## src/rtl/branch_resolve_unit.sv

```systemverilog
// Execute-stage branch resolution: evaluates the condition, computes the target,
// issues a one-cycle fetch redirect, holds a timed flush window and keeps statistics.
module branch_resolve_unit #(
    parameter int XLEN         = 32,
    parameter int FLUSH_CYCLES = 2,
    parameter int CNT_W        = 16
) (
    input  logic              clk,
    input  logic              reset_n,
    input  logic              in_valid,
    output logic              in_ready,
    input  logic [XLEN-1:0]   pc_in,
    input  logic [XLEN-1:0]   rs1_data,
    input  logic [XLEN-1:0]   rs2_data,
    input  logic [12:0]       imm,
    input  logic [2:0]        branch_control,
    output logic              resolve_valid,
    output logic              resolve_taken,
    output logic              redirect_valid,
    output logic [XLEN-1:0]   redirect_pc,
    output logic              flush,
    output logic              misalign_exc,
    output logic [CNT_W-1:0]  branch_count,
    output logic [CNT_W-1:0]  taken_count,
    output logic [CNT_W-1:0]  squash_count
);

    localparam logic [2:0] BEQ    = 3'b000;
    localparam logic [2:0] BNE    = 3'b001;
    localparam logic [2:0] BR_NOP = 3'b010;
    localparam logic [2:0] BLT    = 3'b100;
    localparam logic [2:0] BGE    = 3'b101;
    localparam logic [2:0] BLTU   = 3'b110;
    localparam logic [2:0] BGEU   = 3'b111;

    localparam logic [0:0] ST_RUN   = 1'b0;
    localparam logic [0:0] ST_FLUSH = 1'b1;

    localparam logic [3:0] FLUSH_INIT = 4'(FLUSH_CYCLES);

    function automatic logic cond_taken(
        input logic [2:0]             ctl,
        input logic signed [XLEN-1:0] a,
        input logic signed [XLEN-1:0] b
    );
        logic t;
        t = 1'b0;
        case (ctl)
            BEQ:     t = (a == b);
            BNE:     t = (a != b);
            BLT:     t = (a < b);
            BGE:     t = (a >= b);
            BLTU:    t = ($unsigned(a) < $unsigned(b));
            BGEU:    t = ($unsigned(a) >= $unsigned(b));
            default: t = 1'b0;
        endcase
        return t;
    endfunction

    // BR_NOP and the unassigned code 3'b011 are not real branches.
    function automatic logic is_branch(input logic [2:0] ctl);
        return (ctl != BR_NOP) && (ctl != 3'b011);
    endfunction

    function automatic logic [XLEN-1:0] branch_target(
        input logic [XLEN-1:0] pc,
        input logic [12:0]     off
    );
        logic signed [XLEN-1:0] off_ext;
        off_ext = XLEN'($signed(off));
        return pc + off_ext;
    endfunction

    logic signed [XLEN-1:0] rs1_s;
    logic signed [XLEN-1:0] rs2_s;
    logic                   accept;
    logic                   taken_c;
    logic [XLEN-1:0]        target_c;
    logic                   redirect_c;
    logic                   misalign_c;

    logic [0:0]             state;
    logic [3:0]             flush_cnt;

    logic                   vld_p0;
    logic                   taken_p0;
    logic                   redirect_vld_p0;
    logic [XLEN-1:0]        redirect_pc_p0;
    logic                   misalign_p0;
    logic                   flush_p0;
    logic [CNT_W-1:0]       branch_cnt_p0;
    logic [CNT_W-1:0]       taken_cnt_p0;
    logic [CNT_W-1:0]       squash_cnt_p0;

    assign in_ready = 1'b1;

    assign rs1_s      = rs1_data;
    assign rs2_s      = rs2_data;
    assign accept     = in_valid && (state == ST_RUN);
    assign taken_c    = cond_taken(branch_control, rs1_s, rs2_s);
    assign target_c   = branch_target(pc_in, imm);
    assign redirect_c = accept && taken_c && (target_c[1:0] == 2'b00);
    assign misalign_c = accept && taken_c && (target_c[1:0] != 2'b00);

    // Stage p0: resolve outputs registered at the accept edge.
    always_ff @(posedge clk) begin
        if (!reset_n) begin
            state           <= ST_RUN;
            flush_cnt       <= 4'd0;
            vld_p0          <= 1'b0;
            taken_p0        <= 1'b0;
            redirect_vld_p0 <= 1'b0;
            redirect_pc_p0  <= '0;
            misalign_p0     <= 1'b0;
            flush_p0        <= 1'b0;
            branch_cnt_p0   <= '0;
            taken_cnt_p0    <= '0;
            squash_cnt_p0   <= '0;
        end else begin
            vld_p0          <= accept;
            taken_p0        <= accept && taken_c;
            redirect_vld_p0 <= redirect_c;
            misalign_p0     <= misalign_c;
            if (redirect_c) begin
                redirect_pc_p0 <= target_c;
            end
            if (accept && is_branch(branch_control)) begin
                branch_cnt_p0 <= branch_cnt_p0 + 1'b1;
            end
            if (accept && taken_c) begin
                taken_cnt_p0 <= taken_cnt_p0 + 1'b1;
            end

            case (state)
                ST_RUN: begin
                    if (redirect_c) begin
                        state     <= ST_FLUSH;
                        flush_cnt <= FLUSH_INIT;
                        flush_p0  <= 1'b1;
                    end
                end
                default: begin
                    // Anything arriving while the window is open is wrong-path.
                    if (in_valid) begin
                        squash_cnt_p0 <= squash_cnt_p0 + 1'b1;
                    end
                    if (flush_cnt <= 4'd1) begin
                        state     <= ST_RUN;
                        flush_cnt <= 4'd0;
                        flush_p0  <= 1'b0;
                    end else begin
                        flush_cnt <= flush_cnt - 1'b1;
                    end
                end
            endcase
        end
    end

    assign resolve_valid  = vld_p0;
    assign resolve_taken  = taken_p0;
    assign redirect_valid = redirect_vld_p0;
    assign redirect_pc    = redirect_pc_p0;
    assign misalign_exc   = misalign_p0;
    assign flush          = flush_p0;
    assign branch_count   = branch_cnt_p0;
    assign taken_count    = taken_cnt_p0;
    assign squash_count   = squash_cnt_p0;

endmodule

```

## config.mk

```make
export PLATFORM = sky130hd
export DESIGN_NAME = branch_resolve_unit
export DESIGN_NICKNAME = d
export VERILOG_FILES = /design/src/rtl/branch_resolve_unit.sv
export SDC_FILE = /design/constraint.sdc
export NUM_CORES = 1
export LEC_CHECK = 0
export BUFFER_PORTS_ARGS = -buffer_cell sky130_fd_sc_hd__buf_2
export CAP_MARGIN = 20
export CORE_MARGIN = 1
export CORE_UTILIZATION = 40
export DETAILED_ROUTE_END_ITERATION = 6
export PLACE_DENSITY = 0.66
export SLEW_MARGIN = 20
export SYNTH_ARGS = -nofsm -noshare
export SYNTH_HDL_FRONTEND = slang
export SYNTH_SLANG_ARGS = --single-unit
export TNS_END_PERCENT = 50
```

## constraint.sdc

```tcl
create_clock -name clk -period 4.2 [get_ports clk]
set_input_delay 0.84 -clock clk [delete_from_list [all_inputs] [get_ports clk]]
set_output_delay 0.84 -clock clk [all_outputs]
set_load 0.02 [all_outputs]
```

# Yosys cells after proc, flatten, opt, wreduce, memory -nomap -nowiden
# Cells that the tools add are included.
[classes] n_addsub=5 magnitude_cmp=5 eq_ne=10 mux=10 bitwise_logic=1 n_reduce_logical=12
[op_table] operator="$ge 32x32->1" count=2
[op_table] operator="$lt 32x32->1" count=2
[op_table] operator="$add 16x1->16 const B" count=3
[op_table] operator="$add 32x32->32" count=1
[op_table] operator="$eq 32x32->1" count=1
[op_table] operator="$ne 32x32->1" count=1
[op_table] operator="$eq 3x3->1 const B" count=4
[op_table] operator="$mux 4" count=3
[op_table] operator="$logic_and 1x1->1" count=6
[op_table] operator="$mux 1" count=6
[op_table] operator="$ne 3x2->1 const B" count=2
[op_table] operator="$pmux 1 s6" count=1
[op_table] operator="$le 4x1->1 const B" count=1
[op_table] operator="$reduce_and 2->1" count=2
[op_table] operator="$reduce_bool 2->1" count=2
[op_table] operator="$sub 4x1->4 const B" count=1
[op_table] operator="$eq 3x1->1 const B" count=1
[op_table] operator="$logic_not 3->1" count=1
[op_table] operator="$logic_not 2->1" count=1
[op_table] operator="$ne 2x1->1 const B" count=1
[op_table] operator="$not 1->1" count=1
[totals] register_bits=90 word_cells=54

# Longest topological paths before layout
# Gate-level depths: netlist of run 1.
[logic_depth] word_depth=6 mapped_depth=13 depth_no_buf=13

# Worst setup path after synthesis of run 1
# No wires, ideal clock.
[synth_path] path_kind="input -> register" from="input rs2_data[27]" to="register taken_cnt_p0[8] (netlist: taken_count[8])" arrival_time_ns=3.125 required_ns=4.085 path_slack_ns=0.960 cell_stages=13 cell_sequence="inv_1 ha_1 a21o_1 a211o_1 o221ai_1 o32ai_2 o31ai_2 mux2i_1 and2_1 buf_4 nand4_1 xnor2_1 and2_1"
[synth_between] elab_chain_cells=3 word_cells_on_any_way=8 cone_classes="order compare: 4; eq/ne: 2; mux: 1; reduce/logical: 1"
[synth_rtl] item="start: declaration" line="14" text="input logic [XLEN-1:0] rs2_data,"
[synth_rtl] item="$ge 32x32->1, or another cell as far along" line="54" text="BGEU: t = ($unsigned(a) >= $unsigned(b));"
[synth_rtl] item="$pmux 1 s6 (*)" line="48" text="case (ctl)"
[synth_rtl] item="$logic_and 1x1->1 (*)" line="130" text="if (accept && taken_c) begin"
[synth_rtl] item="end signal: assignment" line="131" text="taken_cnt_p0 <= taken_cnt_p0 + 1'b1;"
[synth_rtl] item="end: declaration" line="92" text="logic [CNT_W-1:0] taken_cnt_p0;"
# Mark *: on every way between the ends. The rest lies on a longest branch, timed or not.
# A chain may end at the register's enable or synchronous reset.

# Worst setup path in the final report of run 1
[layout_path] from="input rs1_data[27]" to="register taken_cnt_p0[6] (netlist: taken_count[6])"
[layout_between] elab_chain_cells=3 word_cells_on_any_way=8 cone_classes="order compare: 4; eq/ne: 2; mux: 1; reduce/logical: 1"
[layout_rtl] item="start: declaration" line="13" text="input logic [XLEN-1:0] rs1_data,"
[layout_rtl] item="$ge 32x32->1, or another cell as far along" line="54"
[layout_rtl] item="$pmux 1 s6 (*)" line="48"
[layout_rtl] item="$logic_and 1x1->1 (*)" line="130"
# Marked as above.

==> impl_results.md, run 1 <==
- Req. time, crit path: 4.43 ns
- CTS tree: built
- Max_cap viols: 0
- Post-CTS Setup Bufs: 0
- Peak VDD IR: 0.260 mV
- Clk_lat worst skew: 0.34 ns
- Min Tclk post-route: 3.27 ns
- WL/cell: 12.7 um
- Crit path kind: in -> reg
- Nets: 1115
- Status: finished, final reports clean
- Max Buffers Root-to-Sink: 2
- Ratio of cells with drive above 1 in the final layout: 25.0%
- Root Driver: clkbuf_16
- Synth warn: 0
- Register area: 1800 um2
- Vias: 5657
- Initial antenna violation count: 0
- CTS resizes: 0
- TritonCTS Sinks: 90
- Routed Antenna Nets: 0
- Post-synth top flop: dfxtp_1
- Synth cell types: 61
- Dpl hpwl: 11.0 mm
- Startpoint Class: input port
- Commonest non-fill, non-tap cells in the layout: 199 x buf_2, 90 x dfxtp_1, 87 x nand2_1
- #FFs+latches synth: 90
- CP Cell Sequence: buf_2, ha_1, a21o_1, a211o_1, o221ai_1, o32ai_2, o31ai_2, mux2i_1, and2_1, buf_4, nand4_1, xnor2_1, and2_1
- Critical path depth: 13
- Crit path top cell by count: and2_1
- Placed cell areas: 7090 um2
- CP Capture Type: flip-flop
- Std-Cell Rows: 44
- Peak fanout along the critical path: 7
- Sum Neg Setup Slack: 0 ns
- DRT Pass-1 Iters: 4
- Max incr delay on CP: 0.32 ns
- Die W: 123 um
- FF-to-FF path depth: 6
- Setup Skew: 0.00929 ns
- Rel. slew slack: 49.2%
- PortBufs: 199
- Crit-path leading delay family: compound AO/OA/AOI/OAI gates
- Hold buffers post-CTS: 0
- GRT Overall Usage: 19.3%
- Bufs and invs on worst path: 2
- Pwr dens: 291 nW/um2
- P_leak: 3.59 nW
- CTS Buf Count: 9
- RSZ-0062 raised after global routing: no
- GR Overflow Total: 0
- DIE AREA: 15200 um2
- Number of global-route vias before repair: 5300
- DR top layer: met4
- Die Ht: 123 um
- Final wirelength: 14.2 mm
- Most common cell after layout, fill and taps aside: buf_2
- H-tree Lvls: 3
- DRC errors left: 0
- Iter 0 DRT Violations: 218
- Core footprint: 14500 um2
- Met1 Wirelength: 6.50 mm
- Worst setup margin: 0.925 ns
- Wire length on met3: 1.03 mm
- Post-synth EDFFs: 0
- R2R Setup Slk: 1.97 ns
- Routed wl met2: 6.61 mm
- Slowest CP cell: ha_1
- Clk slew on worst S/H paths: 0.07 ns
- Max-slew violation count: 0
- Largest net degree at the start of global routing: 39
- Layout fillers: 1440
- Asr flop ratio synth: 0%
- Initial core utilization: 40.7%
- Ant diodes: 0
- Final setup violation count: 0
- Area occupied by multi-input gates: 3820 um2
- Worst-Margin Slew: 0.756 ns
- DP Worst Slack: 0.568 ns
- Synth Area per Inst: 8.02 um2
- Placed insts: 1104
- Min-Delay Path Depth: 2
- # IOs: 201
- Layout area overhead: 25.0%
- Final Cell Area: 7370 um2
- CP arrival: 3.51 ns
- Vias per cell: 5.05
- Fin cells: 1120
- Syn Inst Count: 735
- Sequential-to-total area share from yosys stat: 30.6%
- GP Congestion: 0.854
- Peak Freq: 0.305 GHz
- Fin. Hold Viols: 0
- First-pass GRT wire length: 23.5 mm
- Tcrit/Tclk final: 78.0%
- Min-Delay Path Class: reg -> reg
- Syn Nets: 919
- Synthesized cell area: 5900 um2
-- metrics by stage --
step / total power, mW / util [%] / hold WS [ns]
final: 2.14 / 50.9 / 0.450
after global routing: 2.28 / 50.9 / 0.472
after CTS: 2.18 / 50.9 / 0.454
after detailed placement: 1.39 / 48.9 / 0.443
after global placement: 1.39 / 48.9 / 0.438
after floorplan: 1.24 / - / 0.450
-- cell type report --
cell class	count	area share, %
sequential	90	24.4
clock buffer	9	3.06
timing repair buffer	204	14.2
inverter	51	2.60
multi-input combinational	575	51.8
clock inverter	7	0.781
tap	184	3.12
-- synthesized netlist by cell type (3+ instances only) --
cell      instances  area [um2]
a31oi_1           4        25.0
nor3_1            7        35.0
a221oi_1          3        26.3
a211oi_1          7        52.6
nand4_1          21         131
a21oi_1          69         345
o21bai_1          3        22.5
o211ai_1          5        37.5
nand3_1          30         150
buf_2             3        15.0
o21ai_0          27         135
o21a_1            7        52.6
clkbuf_1         11        41.3
inv_1            50         188
buf_4             3        22.5
nor2b_1           6        37.5
nor2_1           66         248
xor2_1           37         324
ha_1             68         851
nand2_1          87         327
and2_1            6        37.5
or3_1             9        56.3
nand2b_1          9        56.3
mux2i_1           8        80.1
a21o_1           13        97.6
xnor2_1          22         193
o31ai_1           5        37.5
and3_1           19         119
dfxtp_1          90        1800
-- flip-flops by register name, indices dropped and copies added (netlist names), 4 cells and up --
name	flops
squash_count	16
branch_count	16
flush_cnt	4
taken_count	16
redirect_pc	32
-- where the power goes --
part | switching, mW | leakage, nW | total [mW] | internal (mW)
logic | 0.270 | 2.73 | 0.483 | 0.214
clock network | 0.361 | 0.129 | 0.770 | 0.409
registers | 0.0141 | 0.727 | 0.887 | 0.873
-- tightest hold or removal path: cells and delay by family (launching register included) --
family	cells	cell delay [ns]
flops	1	0.31
simple gates	1	0.05
compound gates	1	0.05
-- metal layers --
metal | vias to the layer above | track usage [%]
li1 | 2974 | -
met1 | 2538 | 23.0
met2 | 140 | 33.7
met3 | 5 | 6.18
met4 | 0 | 3.84
met5 | - | 0
-- kinds of logic after synthesis --
family,share of synthesized area (%)
AO/OA/AOI/OAI,18.0
XOR/XNOR,8.76
adder cells (fa/ha/maj),14.8
buffers and inverters,4.71
flip-flops,30.6
multiplexers,1.36
other,0.0636
AND/OR/NAND/NOR,21.7
-- worst paths after layout --
kind                                      from          endpoint
worst min-delay path            redirect_pc[3]    redirect_pc[3]
worst max register to register           state  branch_count[11]
worst min register to register  redirect_pc[3]    redirect_pc[3]
worst max-delay path              rs1_data[27]    taken_count[6]
(Power assumes the default switching activity.)
==> inputs of run 2 (changes only) <==
Settings changed: PLACE_DENSITY 0.66 to 0.69.
Clock period 4.2 ns to 2.85 ns, I/O delays scaled along.
==> run 2 against run 1 <==
Clock skew rose by 0.0025 ns; critical path depth did not move; final cell count rose by 6.3%; setup slack got worse by 0.88 ns; first-iteration DRC count rose by 12%; non-clock buffer count rose by 70.
==> impl_results.md, run 2 (synthesized netlist as in run 1, its figures left out) <==
- Die W: 123 um (unchanged)
- CP Capture Type: flip-flop (unchanged)
- P_leak: 4.02 nW (was 3.59 nW)
- Max incr delay on CP: 0.33 ns (was 0.32 ns)
- Worst-Margin Slew: 0.806 ns (was 0.756 ns)
- Peak Freq: 0.356 GHz
- CP Cell Sequence: buf_2, ha_4, nand4_1, nor4_4, nand2_1, o32ai_2, o31ai_2, mux2i_2, buf_4, and3_4, buf_6, nand3_2, o211ai_1 (was buf_2, ha_1, a21o_1, a211o_1, o221ai_1, o32ai_2, o31ai_2, mux2i_1, and2_1, buf_4, nand4_1, xnor2_1, and2_1)
- Most common cell after layout, fill and taps aside: buf_2 (unchanged)
- Crit path kind: in -> reg (unchanged)
- Min-Delay Path Depth: 2 (unchanged)
- Commonest non-fill, non-tap cells in the layout: 196 x buf_2, 90 x dfxtp_1, 86 x nand2_1 (was 199 x buf_2, 90 x dfxtp_1, 87 x nand2_1)
- Setup Skew: 0.0118 ns (was 0.00929 ns)
- RSZ-0062 raised after global routing: yes (was no)
- Worst setup margin: 0.0426 ns (was 0.925 ns)
- TritonCTS Sinks: 90 (unchanged)
- Req. time, crit path: 3.13 ns (was 4.43 ns)
- Die Ht: 123 um (unchanged)
- FF-to-FF End: branch_count[11] (unchanged)
- Rel. slew slack: 45.8% (was 49.2%)
- GP Congestion: 0.908 (was 0.854)
- Reg-to-reg startpoint: state (unchanged)
- Status: finished, final reports clean (unchanged)
- Bufs and invs on worst path: 3 (was 2)
- First-pass GRT wire length: 24.1 mm (was 23.5 mm)
- DIE AREA: 15200 um2 (unchanged)
- CTS tree: built (unchanged)
- CP arrival: 3.09 ns (was 3.51 ns)
- Peak fanout along the critical path: 7 (unchanged)
- Core footprint: 14500 um2 (unchanged)
- Hold path start: redirect_pc[24] (was redirect_pc[3])
- Max Buffers Root-to-Sink: 2 (unchanged)
- Initial core utilization: 40.7% (unchanged)
- Final setup violation count: 0 (unchanged)
- Largest net degree at the start of global routing: 49 (was 39)
- Initial antenna violation count: 0 (unchanged)
- DRC errors left: 0 (unchanged)
- Fin. Hold Viols: 0 (unchanged)
- Nets: 1185 (was 1115)
- # IOs: 201 (unchanged)
- Iter 0 DRT Violations: 244 (was 218)
- Clk_lat worst skew: 0.35 ns (was 0.34 ns)
- R2R Setup Slk: 0.82 ns (was 1.97 ns)
- GRT Overall Usage: 19.8% (was 19.3%)
- Vias: 6040 (was 5657)
- Dpl hpwl: 12.2 mm (was 11.0 mm)
- Crit-path leading delay family: simple AND/OR/NAND/NOR gates (was compound AO/OA/AOI/OAI gates)
- Routed Antenna Nets: 0 (unchanged)
- Vias per cell: 5.08 (was 5.05)
- Peak VDD IR: 0.286 mV (was 0.260 mV)
- Max-slew violation count: 0 (unchanged)
- Setup crit start: rs1_data[24] (was rs1_data[27])
- WL/cell: 13.4 um (was 12.7 um)
- DRT Pass-1 Iters: 4 (unchanged)
- Pwr dens: 414 nW/um2 (was 291 nW/um2)
- Root Driver: clkbuf_16 (unchanged)
- Max_cap viols: 0 (unchanged)
- Tcrit/Tclk final: 98.5%
- Final wirelength: 15.9 mm (was 14.2 mm)
- Clk slew on worst S/H paths: 0.08 ns (was 0.07 ns)
- PortBufs: 199 (unchanged)
- Min-Delay Path Class: reg -> reg (unchanged)
- Final core occ: 56.9% (was 50.9%)
- CTS Buf Count: 9 (unchanged)
- Ant diodes: 0 (unchanged)
- Hold buffers post-CTS: 0 (unchanged)
- FF-to-FF path depth: 7 (was 6)
- GR Overflow Total: 0 (unchanged)
- Min-Delay Endpoint: redirect_pc[24] (was redirect_pc[3])
- DP Worst Slack: -0.473 ns (was 0.568 ns)
- H-tree Lvls: 3 (unchanged)
- Startpoint Class: input port (unchanged)
- Min Tclk post-route: 2.81 ns
- Number of global-route vias before repair: 5408 (was 5300)
- Ratio of cells with drive above 1 in the final layout: 34.1% (was 25.0%)
- Slowest CP cell: nor4_4 (was ha_1)
- Std-Cell Rows: 44 (unchanged)
- Max FFs per register: 32 (unchanged)
- Layout area overhead: 39.7% (was 25.0%)
==> run 2: cell count changes in the layout (fill, tap and decap cells not counted), moves of 4 or more <==
| cell | change |
|---|---|
| a21oi_1 | -4 |
| a21oi_2 | +4 |
| buf_4 | +60 |
| buf_6 | +10 |
| ha_1 | -6 |
| ha_4 | +6 |
| inv_1 | -5 |
| inv_2 | +4 |
| o21ai_0 | -8 |
| o21ai_1 | +6 |
==> run 2: tightest hold or removal path, delay by kind of cell (launching register included) <==
family          cells  cell delay (ns)
simple gates        1             0.05
compound gates      1             0.05
flops               1             0.31
==> run 2: worst max path at each step <==
stage                                 end  slack, ns  cells after the start
after floorplan           redirect_pc[28]     -0.009                     11
after global placement    redirect_pc[22]      -0.42                     13
after detailed placement  redirect_pc[28]      -0.47                     13
after CTS                 taken_count[14]     0.0007                     13
after global routing      redirect_pc[28]      -0.10                     14
final                     redirect_pc[28]       0.04                     13
==> run 2: timing repair <==
item	in CTS	in global routing
setup endpoints to repair	37	52
pin swaps	2	49
gates resized for setup	8	58
buffers inserted	2	5
cloned	0	0
==> run 2: power breakdown <==
group,switching [mW],internal [mW],total [mW]
Clock,0.568,0.624,1.19
Sequential,0.0226,1.29,1.31
Combinational,0.466,0.440,0.906
==> run 2: final cells by class <==
| cell class | instances | area [um2] |
|---|---|---|
| tap | 184 | 230 |
| clock buffer | 9 | 225 |
| inverter | 51 | 194 |
| clock inverter | 7 | 76.3 |
| fill | 1359 | 6240 |
| sequential | 90 | 1800 |
| multi-input combinational | 575 | 4070 |
| timing repair buffer | 274 | 1640 |
==> run 2: routing by layer <==
metal	wire length, um	share of wire, %	global-route usage [%]
met1	7100	45	23.9
met3	847	5.3	4.06
met2	7750	49	34.9
met5	0	0	0
met4	237	1.5	6.25
==> run 2: metrics by stage <==
stage	setup TNS [ns]	power [mW]	hold WS (ns)	cells	cell area, um2
after floorplan	-0.0206	1.84	0.450	735	5920
after global placement	-17.79	2.16	0.438	1167	7580
after detailed placement	-19.87	2.17	0.443	1167	7580
after CTS	0	3.37	0.451	1185	7930
after global routing	-1.61	3.59	0.473	1190	8240
final	0	3.41	0.453	1190	8240
